[src/rtl/trap_ctrl_if.sv]
// Purpose: bundles the execute-stage event inputs, CSR access bus and redirect
//          outputs of the machine-mode trap controller into one port.
// Ports:   pc/illegal_instr/ebreak/ecall/mret/ext_irq (events), csr_we/csr_addr/
//          csr_wdata/csr_rdata (CSR access), exce/exce_pc/busy (redirect to next-PC).
//          master = pipeline side driving events, slave = trap_ctrl.
interface trap_ctrl_if;
   logic [31:0] pc;
   logic        illegal_instr;
   logic        ebreak;
   logic        ecall;
   logic        mret;
   logic        ext_irq;
   logic        csr_we;
   logic [11:0] csr_addr;
   logic [31:0] csr_wdata;
   logic [31:0] csr_rdata;
   logic        exce;
   logic [31:0] exce_pc;
   logic        busy;

   modport master (
      output pc, illegal_instr, ebreak, ecall, mret, ext_irq,
      output csr_we, csr_addr, csr_wdata,
      input  csr_rdata, exce, exce_pc, busy
   );

   modport slave (
      input  pc, illegal_instr, ebreak, ecall, mret, ext_irq,
      input  csr_we, csr_addr, csr_wdata,
      output csr_rdata, exce, exce_pc, busy
   );
endinterface

[src/rtl/trap_ctrl.sv]
// Purpose: machine-mode trap controller (mstatus/mie/mtvec/mepc/mcause) that issues
//          a one-cycle exception redirect (exce/exce_pc) to the next-PC logic.
// Latency: event sampled in cycle N -> exce high in cycle N+1 only; busy for N+1, N+2.
// Backpressure: none accepted; while busy, events and CSR writes are dropped.
// Ports:   clk, rstn (async active-low), bus (trap_ctrl_if.slave): execute-stage
//          events, CSR read/write port (combinational read), redirect strobe/target.
// Option:  define VECTORED_MTVEC_EN to make mtvec bit0 a mode bit; in vectored mode
//          interrupts jump to base + 4*IRQ_CAUSE, exceptions always go to base.
module trap_ctrl #(
   parameter logic [31:0] RESET_MTVEC = 32'h0000_0100,
   parameter logic [31:0] IRQ_CAUSE   = 32'd11
) (
   input  logic        clk,
   input  logic        rstn,
   trap_ctrl_if.slave  bus
);

   localparam logic [11:0] ADDR_MSTATUS = 12'h300;
   localparam logic [11:0] ADDR_MIE     = 12'h304;
   localparam logic [11:0] ADDR_MTVEC   = 12'h305;
   localparam logic [11:0] ADDR_MEPC    = 12'h341;
   localparam logic [11:0] ADDR_MCAUSE  = 12'h342;

   localparam logic [31:0] CAUSE_ILLEGAL = 32'd2;
   localparam logic [31:0] CAUSE_EBREAK  = 32'd3;
   localparam logic [31:0] CAUSE_ECALL   = 32'd11;

   typedef enum logic [1:0] {
      ST_IDLE     = 2'd0,
      ST_REDIRECT = 2'd1,
      ST_FLUSH    = 2'd2
   } state_t;

   state_t      state;
   state_t      state_nxt;

   // Architectural CSR state; only implemented bits are stored.
   logic        mstatus_mie;
   logic        mstatus_mpie;
   logic        mie_meie;
   logic [29:0] mtvec_base;
`ifdef VECTORED_MTVEC_EN
   logic        mtvec_mode;
`endif
   logic [31:0] mepc;
   logic [31:0] mcause;
   logic [31:0] exce_pc_q;

   // Per-cycle decisions from the next-state process.
   logic        irq_pending;
   logic        take_exc;
   logic        take_irq;
   logic        take_ret;
   logic        csr_wr_en;
   logic [31:0] exc_cause;
   logic [31:0] trap_cause;
   logic [31:0] trap_target;

   assign irq_pending = bus.ext_irq & mstatus_mie & mie_meie;

   // ------------------------------------------------------------------
   // Next-state / event arbitration. Only IDLE looks at events; a taken
   // trap or mret claims the cycle, so a coincident CSR write is dropped.
   // ------------------------------------------------------------------
   always_comb begin
      state_nxt = state;
      take_exc  = 1'b0;
      take_irq  = 1'b0;
      take_ret  = 1'b0;
      csr_wr_en = 1'b0;
      exc_cause = '0;
      case (state)
         ST_IDLE: begin
            if (bus.illegal_instr) begin
               take_exc  = 1'b1;
               exc_cause = CAUSE_ILLEGAL;
            end else if (bus.ebreak) begin
               take_exc  = 1'b1;
               exc_cause = CAUSE_EBREAK;
            end else if (bus.ecall) begin
               take_exc  = 1'b1;
               exc_cause = CAUSE_ECALL;
            end else if (bus.mret) begin
               take_ret  = 1'b1;
            end else if (irq_pending) begin
               take_irq  = 1'b1;
            end

            if (take_exc || take_irq || take_ret) begin
               state_nxt = ST_REDIRECT;
            end else begin
               csr_wr_en = bus.csr_we;
            end
         end
         ST_REDIRECT: state_nxt = ST_FLUSH;
         ST_FLUSH:    state_nxt = ST_IDLE;
         default:     state_nxt = ST_IDLE;
      endcase
   end

   // Trap cause and vector target.
   always_comb begin
      trap_cause  = take_irq ? {1'b1, IRQ_CAUSE[30:0]} : exc_cause;
      trap_target = {mtvec_base, 2'b00};
`ifdef VECTORED_MTVEC_EN
      if (take_irq && mtvec_mode) begin
         trap_target = {mtvec_base, 2'b00} + {IRQ_CAUSE[29:0], 2'b00};
      end
`endif
   end

   // ------------------------------------------------------------------
   // State register, CSRs and the redirect target.
   // ------------------------------------------------------------------
   always_ff @(posedge clk or negedge rstn) begin
      if (!rstn) begin
         state        <= ST_IDLE;
         mstatus_mie  <= 1'b0;
         mstatus_mpie <= 1'b0;
         mie_meie     <= 1'b0;
         mtvec_base   <= RESET_MTVEC[31:2];
`ifdef VECTORED_MTVEC_EN
         mtvec_mode   <= RESET_MTVEC[0];
`endif
         mepc         <= '0;
         mcause       <= '0;
         exce_pc_q    <= '0;
      end else begin
         state <= state_nxt;
         if (take_exc || take_irq) begin
            mepc         <= bus.pc;
            mcause       <= trap_cause;
            mstatus_mpie <= mstatus_mie;
            mstatus_mie  <= 1'b0;
            exce_pc_q    <= trap_target;
         end else if (take_ret) begin
            mstatus_mie  <= mstatus_mpie;
            mstatus_mpie <= 1'b1;
            exce_pc_q    <= mepc;
         end else if (csr_wr_en) begin
            case (bus.csr_addr)
               ADDR_MSTATUS: begin
                  mstatus_mie  <= bus.csr_wdata[3];
                  mstatus_mpie <= bus.csr_wdata[7];
               end
               ADDR_MIE:     mie_meie <= bus.csr_wdata[11];
               ADDR_MTVEC: begin
                  mtvec_base <= bus.csr_wdata[31:2];
`ifdef VECTORED_MTVEC_EN
                  mtvec_mode <= bus.csr_wdata[0];
`endif
               end
               ADDR_MEPC:    mepc   <= {bus.csr_wdata[31:2], 2'b00};
               ADDR_MCAUSE:  mcause <= bus.csr_wdata;
               default: ;
            endcase
         end
      end
   end

   // ------------------------------------------------------------------
   // Combinational CSR read; unmapped addresses read zero.
   // ------------------------------------------------------------------
   always_comb begin
      bus.csr_rdata = '0;
      case (bus.csr_addr)
         ADDR_MSTATUS: bus.csr_rdata = {24'd0, mstatus_mpie, 3'd0, mstatus_mie, 3'd0};
         ADDR_MIE:     bus.csr_rdata = {20'd0, mie_meie, 11'd0};
`ifdef VECTORED_MTVEC_EN
         ADDR_MTVEC:   bus.csr_rdata = {mtvec_base, 1'b0, mtvec_mode};
`else
         ADDR_MTVEC:   bus.csr_rdata = {mtvec_base, 2'b00};
`endif
         ADDR_MEPC:    bus.csr_rdata = mepc;
         ADDR_MCAUSE:  bus.csr_rdata = mcause;
         default:      bus.csr_rdata = '0;
      endcase
   end

   // exce is the REDIRECT state itself, so it is a registered one-cycle pulse.
   assign bus.exce    = (state == ST_REDIRECT);
   assign bus.busy    = (state != ST_IDLE);
   assign bus.exce_pc = exce_pc_q;

endmodule

[src/flat_wrapper.sv]
// flat-port wrapper written by rule: the top's interface ports become plain ports
module trap_ctrl_flat 
#(
   parameter logic [31:0] RESET_MTVEC = 32'h0000_0100,
   parameter logic [31:0] IRQ_CAUSE   = 32'd11
)
  (clk, rstn, bus_pc, bus_illegal_instr, bus_ebreak, bus_ecall, bus_mret, bus_ext_irq, bus_csr_we, bus_csr_addr, bus_csr_wdata, bus_csr_rdata, bus_exce, bus_exce_pc, bus_busy);
  trap_ctrl_if bus_i ();
  input  logic clk;
  input  logic rstn;
  input wire logic [$bits(bus_i.pc)-1:0] bus_pc;
  input wire logic [$bits(bus_i.illegal_instr)-1:0] bus_illegal_instr;
  input wire logic [$bits(bus_i.ebreak)-1:0] bus_ebreak;
  input wire logic [$bits(bus_i.ecall)-1:0] bus_ecall;
  input wire logic [$bits(bus_i.mret)-1:0] bus_mret;
  input wire logic [$bits(bus_i.ext_irq)-1:0] bus_ext_irq;
  input wire logic [$bits(bus_i.csr_we)-1:0] bus_csr_we;
  input wire logic [$bits(bus_i.csr_addr)-1:0] bus_csr_addr;
  input wire logic [$bits(bus_i.csr_wdata)-1:0] bus_csr_wdata;
  output wire logic [$bits(bus_i.csr_rdata)-1:0] bus_csr_rdata;
  output wire logic [$bits(bus_i.exce)-1:0] bus_exce;
  output wire logic [$bits(bus_i.exce_pc)-1:0] bus_exce_pc;
  output wire logic [$bits(bus_i.busy)-1:0] bus_busy;
  assign bus_i.pc = bus_pc;
  assign bus_i.illegal_instr = bus_illegal_instr;
  assign bus_i.ebreak = bus_ebreak;
  assign bus_i.ecall = bus_ecall;
  assign bus_i.mret = bus_mret;
  assign bus_i.ext_irq = bus_ext_irq;
  assign bus_i.csr_we = bus_csr_we;
  assign bus_i.csr_addr = bus_csr_addr;
  assign bus_i.csr_wdata = bus_csr_wdata;
  assign bus_csr_rdata = bus_i.csr_rdata;
  assign bus_exce = bus_i.exce;
  assign bus_exce_pc = bus_i.exce_pc;
  assign bus_busy = bus_i.busy;
  trap_ctrl #(.RESET_MTVEC(RESET_MTVEC), .IRQ_CAUSE(IRQ_CAUSE)) u_core (.clk(clk), .rstn(rstn), .bus(bus_i));
endmodule
[config.mk]
export PLATFORM = sky130hd
export DESIGN_NAME = trap_ctrl_flat
export DESIGN_NICKNAME = d
export VERILOG_FILES = /design/src/rtl/trap_ctrl_if.sv /design/src/rtl/trap_ctrl.sv /design/src/flat_wrapper.sv
export SDC_FILE = /design/constraint.sdc
export NUM_CORES = 1
export LEC_CHECK = 0
export BUFFER_PORTS_ARGS = -buffer_cell sky130_fd_sc_hd__buf_2
export CAP_MARGIN = 20
export CORE_MARGIN = 5
export CORE_UTILIZATION = 54
export DETAILED_ROUTE_END_ITERATION = 10
export PLACE_DENSITY = 0.8
export SYNTH_ARGS = -nofsm -noshare
export SYNTH_HDL_FRONTEND = slang
export SYNTH_SLANG_ARGS = --single-unit
export TNS_END_PERCENT = 30
[constraint.sdc]
create_clock -name clk -period 2.7 [get_ports clk]
set_clock_uncertainty 0.1 [all_clocks]
set_input_delay 0 -clock clk [delete_from_list [all_inputs] [get_ports clk]]
set_output_delay 0 -clock clk [all_outputs]
set_load 0.02 [all_outputs]
**After elaboration in Yosys (flattened, before gate mapping)**

Index checks and enable logic that the tools add are counted.

- Eq/ne operators: 8
- Multiplexer cells: 46
- Bitwise gates (word level): 4
- Reductions and logical operators: 16

Operator list:

| kind | number |
|---|---|
| $mux 32 | 14 |
| $pmux 32 s5 | 1 |
| $eq 12x10->1 const B | 5 |
| $mux 1 | 28 |
| $reduce_bool 2->1 | 5 |
| $reduce_and 4->1 | 2 |
| $reduce_and 3->1 | 2 |
| $reduce_bool 3->1 | 2 |
| $mux 4 | 1 |
| $pmux 2 s2 | 1 |
| $logic_or 1x1->1 | 3 |
| $and 1x1->1 | 2 |
| $eq 2x1->1 const B | 1 |
| $logic_not 2->1 | 1 |
| $mux 2 | 1 |
| $ne 2x1->1 const B | 1 |
| $ne 2x2->1 const B | 1 |
| $not 1->1 | 2 |
| $reduce_and 2->1 | 1 |

- Register bits: 131
- Input port bits: 84
- Output and inout port bits: 66

**Logic depth before layout (Yosys ltp)**

- Depth in word-level cells: 15
- Gate-level depth with buffers: 7
- Depth with buffers taken out: 5

**Worst setup path after synthesis**

Ideal clock, no wire load.

- Path kind: reg2reg
- Start: register u_core.state[1]
- End: register u_core.mcause[1]
- Library setup time: 0.141 ns
- Data arrival time: 1.933 ns
- Path slack: 0.525 ns
- Stages on the path, launching flop included: 7
- Path buffers: 2
- Period minus slack after synthesis: 2.175 ns
- Path through: dfrtp_1 -> or4b_1 -> or3_1 -> clkbuf_1 -> clkbuf_1 -> o21ai_0 -> nand3_1

- Word-level cells in the longest chain between the ends: 5

Ends and longest elaborated chain:

| item | RTL line | source |
|---|---|---|
| start, declared | trap_ctrl.sv:34 | `state_t state;` |
| start signal, assigned | trap_ctrl.sv:129 | `state <= state_nxt;` |
| $logic_not 2->1 * | trap_ctrl.sv:72 | `case (state)` |
| $mux 1 | trap_ctrl.sv:72 |  |
| $logic_or 1x1->1 | trap_ctrl.sv:130 | `if (take_exc \|\| take_irq) begin` |
| $ne 2x2->1 (no line) or $reduce_bool 2->1 (tied branches) | - |  |
| $reduce_and 3->1 (no line) | - |  |
| end signal, assigned | trap_ctrl.sv:132 | `mcause <= trap_cause;` |
| end signal, assigned | trap_ctrl.sv:154 | `ADDR_MCAUSE: mcause <= bus.csr_wdata;` |
| end, declared | trap_ctrl.sv:46 | `logic [31:0] mcause;` |

Mark *: on every way between the ends. The rest lies on a longest branch, timed or not.
A chain may end at the register's enable or synchronous reset.

**Worst setup path after layout**

- Start: register u_core.state[0]
- End: register u_core.mepc[3]

- Word-level cells in the longest chain between the ends: 5

Ends and longest elaborated chain:

| item | RTL line | source |
|---|---|---|
| $logic_not 2->1 * | trap_ctrl.sv:72 |  |
| $mux 1 | trap_ctrl.sv:72 |  |
| $logic_or 1x1->1 | trap_ctrl.sv:130 |  |
| $ne 2x2->1 (no line) or $reduce_bool 2->1 (tied branches) | - |  |
| $reduce_and 3->1 (no line) | - |  |
| end signal, assigned | trap_ctrl.sv:131 | `mepc <= bus.pc;` |
| end signal, assigned | trap_ctrl.sv:153 | `ADDR_MEPC: mepc <= {bus.csr_wdata[31:2], 2'b00};` |
| end, declared | trap_ctrl.sv:45 | `logic [31:0] mepc;` |

Marks and branches as above.

==> reports/qor.tcl <==
set qor(m1WireLength_um) 8352
set qor(fillers) 827
set qor(max_stage_delay_ps) 590
set qor(clk_pin_slew_ps) 60
set qor(synth-main-ff-cell) {sky130_fd_sc_hd__dfrtp_1}
set qor(fp.dieArea_um2) 14300
set qor(report.final.slew_viol_count) 0
set qor(numCtsBuffers) 17
set qor(timing.hold.worst_path_depth) 5
set qor(pin_slew_with_the_least_headroom_to_its_limit_ps) 953.0
set qor(top_layer) {met4}
set qor(ant_nets) 0
set qor(setup_viol) 0
set qor(met2WireLength_um) 10610
set qor(groute.usage.overall) 0.3071
set qor(firstDrtPassIters) 8
set qor(power.share.clock) 0.338
set qor(post_route_clock_period_utilization) 0.9792
set qor(grt_antenna_before_repair) 1
set qor(dp_hpwl_um) 12820
set qor(first_iter_violations) 958
set qor(worstPathRequired_ps) 2890
set qor(critPathArrivalTime_ps) 2840
set qor(floorplan.initialDensity) 0.5443
set qor(drive_above_1_share) 0.2877
set qor(port-buffer-count) 149
set qor(routabilityCongestion) 0.9079
set qor(largest_net_degree_at_the_start_of_global_routing) 105
set qor(post_synthesis_sequential_area_ratio) 0.5058
set qor(route.met3.wl_um) 2673
set qor(seq_power_share) 0.396
set qor(report.final.hold_viol_count) 0
set qor(min_delay_worst_endpoint) {u_core.mstatus_mpie}
set qor(max_cap_viols) 0
set qor(final_cells) 1062
set qor(mappedNetlistNets) 768
set qor(grt_overflow) 0
set qor(internal-power_mw) 4.358
set qor(placed_instance_area_um2) 7472
set qor(ys_ff_latch) 131
set qor(dp_cells) 949
set qor(detail_route.vias_per_cell) 6.369
set qor(htreeDepth) 4
set qor(critical_path.reg2reg.startpoint) {u_core.state[0]}
set qor(synth.top_cells.by_area) {sky130_fd_sc_hd__dfrtp_1, sky130_fd_sc_hd__mux2_4, sky130_fd_sc_hd__a22oi_1, sky130_fd_sc_hd__o21ai_0, sky130_fd_sc_hd__nand3_1}
set qor(floorplan.io_pins) 150
set qor(outcome) {complete, no violations}
set qor(critical_path.slowest_cell) {sky130_fd_sc_hd__dlygate4sd3_1}
set qor(ff_to_ff_setup_slack_ps) 60
set qor(timing.reg2reg.worst_path_depth) 6
set qor(synthCells) 684
set qor(max_freq_mhz) 378.2
set qor(synthArstFlopShare) 1.000
set qor(core_region_area_um2) 11910
set qor(power.share.combinational) 0.266
set qor(end_kind) {flip-flop}
set qor(clockRootBuffer) {sky130_fd_sc_hd__clkbuf_16}
set qor(synthAdderAreaFrac) 0
set qor(total_switching_power_mw) 2.230
set qor(synth_area_leader_cell) {sky130_fd_sc_hd__dfrtp_1}
set qor(synth.mux.area_fraction) 0.07275
set qor(timing.critical_path.buf_inv) 2
set qor(timing.critical_path.depth) 6
set qor(holdCritStartpoint) {bus_csr_addr[6]}
set qor(power.leakage_nw) 4.062
set qor(cpLargestDelayFamily) {simple AND/OR/NAND/NOR gates}
set qor(postRouteWirelength_um) 22220
set qor(drt-wirelength-per-cell_um) 20.93
set qor(worst_vdd_drop_mv) 0.5806
set qor(grt_first_pass_wirelength_um) 35400
set qor(detail_route.drc_violations) 0
set qor(summed_area_of_non_filler_cells_in_the_final_layout_um2) 8855
set qor(compound_cell_area_share_of_the_yosys_netlist) 0.2194
set qor(placementRows) 40
set qor(worst-path-max-fanout) 18
set qor(cts.sink_count) 131
set qor(first_global_vias) 6941
set qor(num-nets-final) 985
set qor(p_sw_frac) 0.3385
set qor(synth_top_area_share) 0.5017
set qor(yosys_warnings) 0
set qor(clk_path_buf_depth) 2
set qor(worst_r2r_endpoint) {u_core.mepc[3]}
set qor(yosys.area_share.xor_xnor) 0
set qor(post_synth.cell_area_avg_um2) 9.479
set qor(path_cells) {or4b_1 > or3_2 > buf_6 > o21ai_0 > a31oi_1 > dlygate4sd3_1}
set qor(tritoncts) {done}
set qor(multi_input_area_um2) 2864
set qor(worst-setup-path-type) {reg2reg}
set qor(grt_setup_unrepaired) {yes}
set qor(die_h_um) 119.6
set qor(die_w_um) 119.6
set qor(cell_area_after_technology_mapping_um2) 6484
set qor(netlist-cell-type-count) 43
set qor(layout.area.seq_um2) 3279
set qor(synthSimpleGateAreaFrac) 0.1405
set qor(setup.worst_path.start_class) {flip-flop}
set qor(slew-limit-headroom) 0.3646
set qor(holdCritPathClass) {in2reg}
set qor(final.min_clock_period_ps) 2644
set qor(power-per-cell-area_nw_per_um2) 744.0
set qor(clk_latency_ps) 410
set qor(areaGrowthSynthToFinish_pct) 36.57
set qor(number_of_synthesized_flops_with_an_enable_pin) 0
set qor(route.vias.total) 6764
set qor(largest_family_of_logic_cells_by_synthesized_area) {compound AO/OA/AOI/OAI gates}
through the flow:
step           hold slack [ps]  setup slack (ps)  TNS [ps]  power (mW)  utilization
2_1_floorplan           -395.6             525.1         0       3.499            -
3_3_place_gp             79.22             371.0         0       4.080       0.6273
3_5_place_dp             87.84             368.3         0       4.144       0.6273
4_1_cts                  11.89             17.38         0       6.537       0.7395
5_1_grt                  78.89            -26.47    -65.92       6.890       0.7434
6_report                 23.28             56.17         0       6.588       0.7434
power by group through the flow:
| stage | clock (mW) | combinational, mW | sequential (mW) |
|---|---|---|---|
| floorplan | 0 | 0.861 | 2.64 |
| global placement | 0 | 1.48 | 2.60 |
| detailed placement | 0 | 1.52 | 2.62 |
| CTS | 2.24 | 1.70 | 2.59 |
| global route | 2.34 | 1.90 | 2.64 |
| finish | 2.23 | 1.75 | 2.61 |
flip-flops by register name (all words and copies together), names as in the netlist:
signal and cells:
u_core.bus.exce_pc 32, u_core.mcause 32, u_core.mepc 32, u_core.mtvec_base 30
u_core.state 2, u_core.mie_meie 1, u_core.mstatus_mie 1, u_core.mstatus_mpie 1
worst register-to-register path, delay by kind of cell, from the launching register on:
kind | cells | cell delay (ps)
compound gates | 2 | 260
buf+inv | 2 | 770
flops | 1 | 410
simple gates | 2 | 980
synthesized netlist by cell type, types with 5 or more instances:
cell type                  count
sky130_fd_sc_hd__nor2_1       35
sky130_fd_sc_hd__dfrtp_1     130
sky130_fd_sc_hd__nand3_1      62
sky130_fd_sc_hd__nor2b_1       5
sky130_fd_sc_hd__clkbuf_1     57
sky130_fd_sc_hd__mux2_4       30
sky130_fd_sc_hd__inv_1        36
sky130_fd_sc_hd__o21ai_1       8
sky130_fd_sc_hd__a31oi_1      30
sky130_fd_sc_hd__a21oi_1      29
sky130_fd_sc_hd__nand2_1      62
sky130_fd_sc_hd__o21ai_0      85
sky130_fd_sc_hd__a22oi_1      57
kinds of logic after synthesis:
logic type,count (synthesis)
compound gates,232
buf+inv,98
mux,32
flops,131
simple gates,191
area by class of cell:
cell class              count  share of cell area
clock buffers              23             0.05624
well taps                 147             0.02077
clock inverters             9            0.008761
diodes                      1           0.0002826
inverters                  36             0.01526
flip-flops and latches    131              0.3704
repair buffers            260              0.2049
multi-input cells         455              0.3234
how the worst max path moves through the flow:
stage / slack (ps) / end / start
after CTS: 20 / u_core.mepc[8] / u_core.state[1]
after detailed placement: 370 / bus_csr_rdata[31] / bus_csr_addr[11]
final: 60 / u_core.mepc[3] / u_core.state[0]
after floorplan: 530 / u_core.mcause[1] / u_core.state[1]
after global routing: -30 / u_core.mepc[3] / u_core.state[0]
after global placement: 370 / bus_csr_rdata[31] / bus_csr_addr[11]
what timing repair did:
action                                  4_1_cts  5_1_grt
endpoints found under the setup margin        0        6
resized for setup                             0        4
endpoints found under the hold margin       198        0
setup buffers                                 0        3
hold buffers                                 76        0
metal layers:
| layer | up-vias | track usage |
|---|---|---|
| met1 | 3227 | 0.3907 |
| met5 | - | 0 |
| li1 | 2897 | - |
| met2 | 562 | 0.5074 |
| met4 | 0 | 0.1117 |
| met3 | 78 | 0.08200 |
layout by cell type (no fill, tap or decap), types with 4 or more instances in the layout:
master,count
sky130_fd_sc_hd__clkbuf_16,18
sky130_fd_sc_hd__nand2b_1,4
sky130_fd_sc_hd__nor2_1,33
sky130_fd_sc_hd__o21ai_0,82
sky130_fd_sc_hd__o21ai_1,9
sky130_fd_sc_hd__nand3_1,62
sky130_fd_sc_hd__mux2_4,30
sky130_fd_sc_hd__clkbuf_8,5
sky130_fd_sc_hd__a21oi_1,29
sky130_fd_sc_hd__buf_6,4
sky130_fd_sc_hd__clkinv_2,5
sky130_fd_sc_hd__nor2b_1,5
sky130_fd_sc_hd__dlygate4sd3_1,75
sky130_fd_sc_hd__a22o_1,4
sky130_fd_sc_hd__o31ai_1,4
sky130_fd_sc_hd__dfrtp_1,130
sky130_fd_sc_hd__buf_4,31
sky130_fd_sc_hd__nand2_1,62
sky130_fd_sc_hd__inv_1,36
sky130_fd_sc_hd__buf_2,148
sky130_fd_sc_hd__a31oi_1,30
sky130_fd_sc_hd__a22oi_1,57
Power figures use the tool's default switching activity.
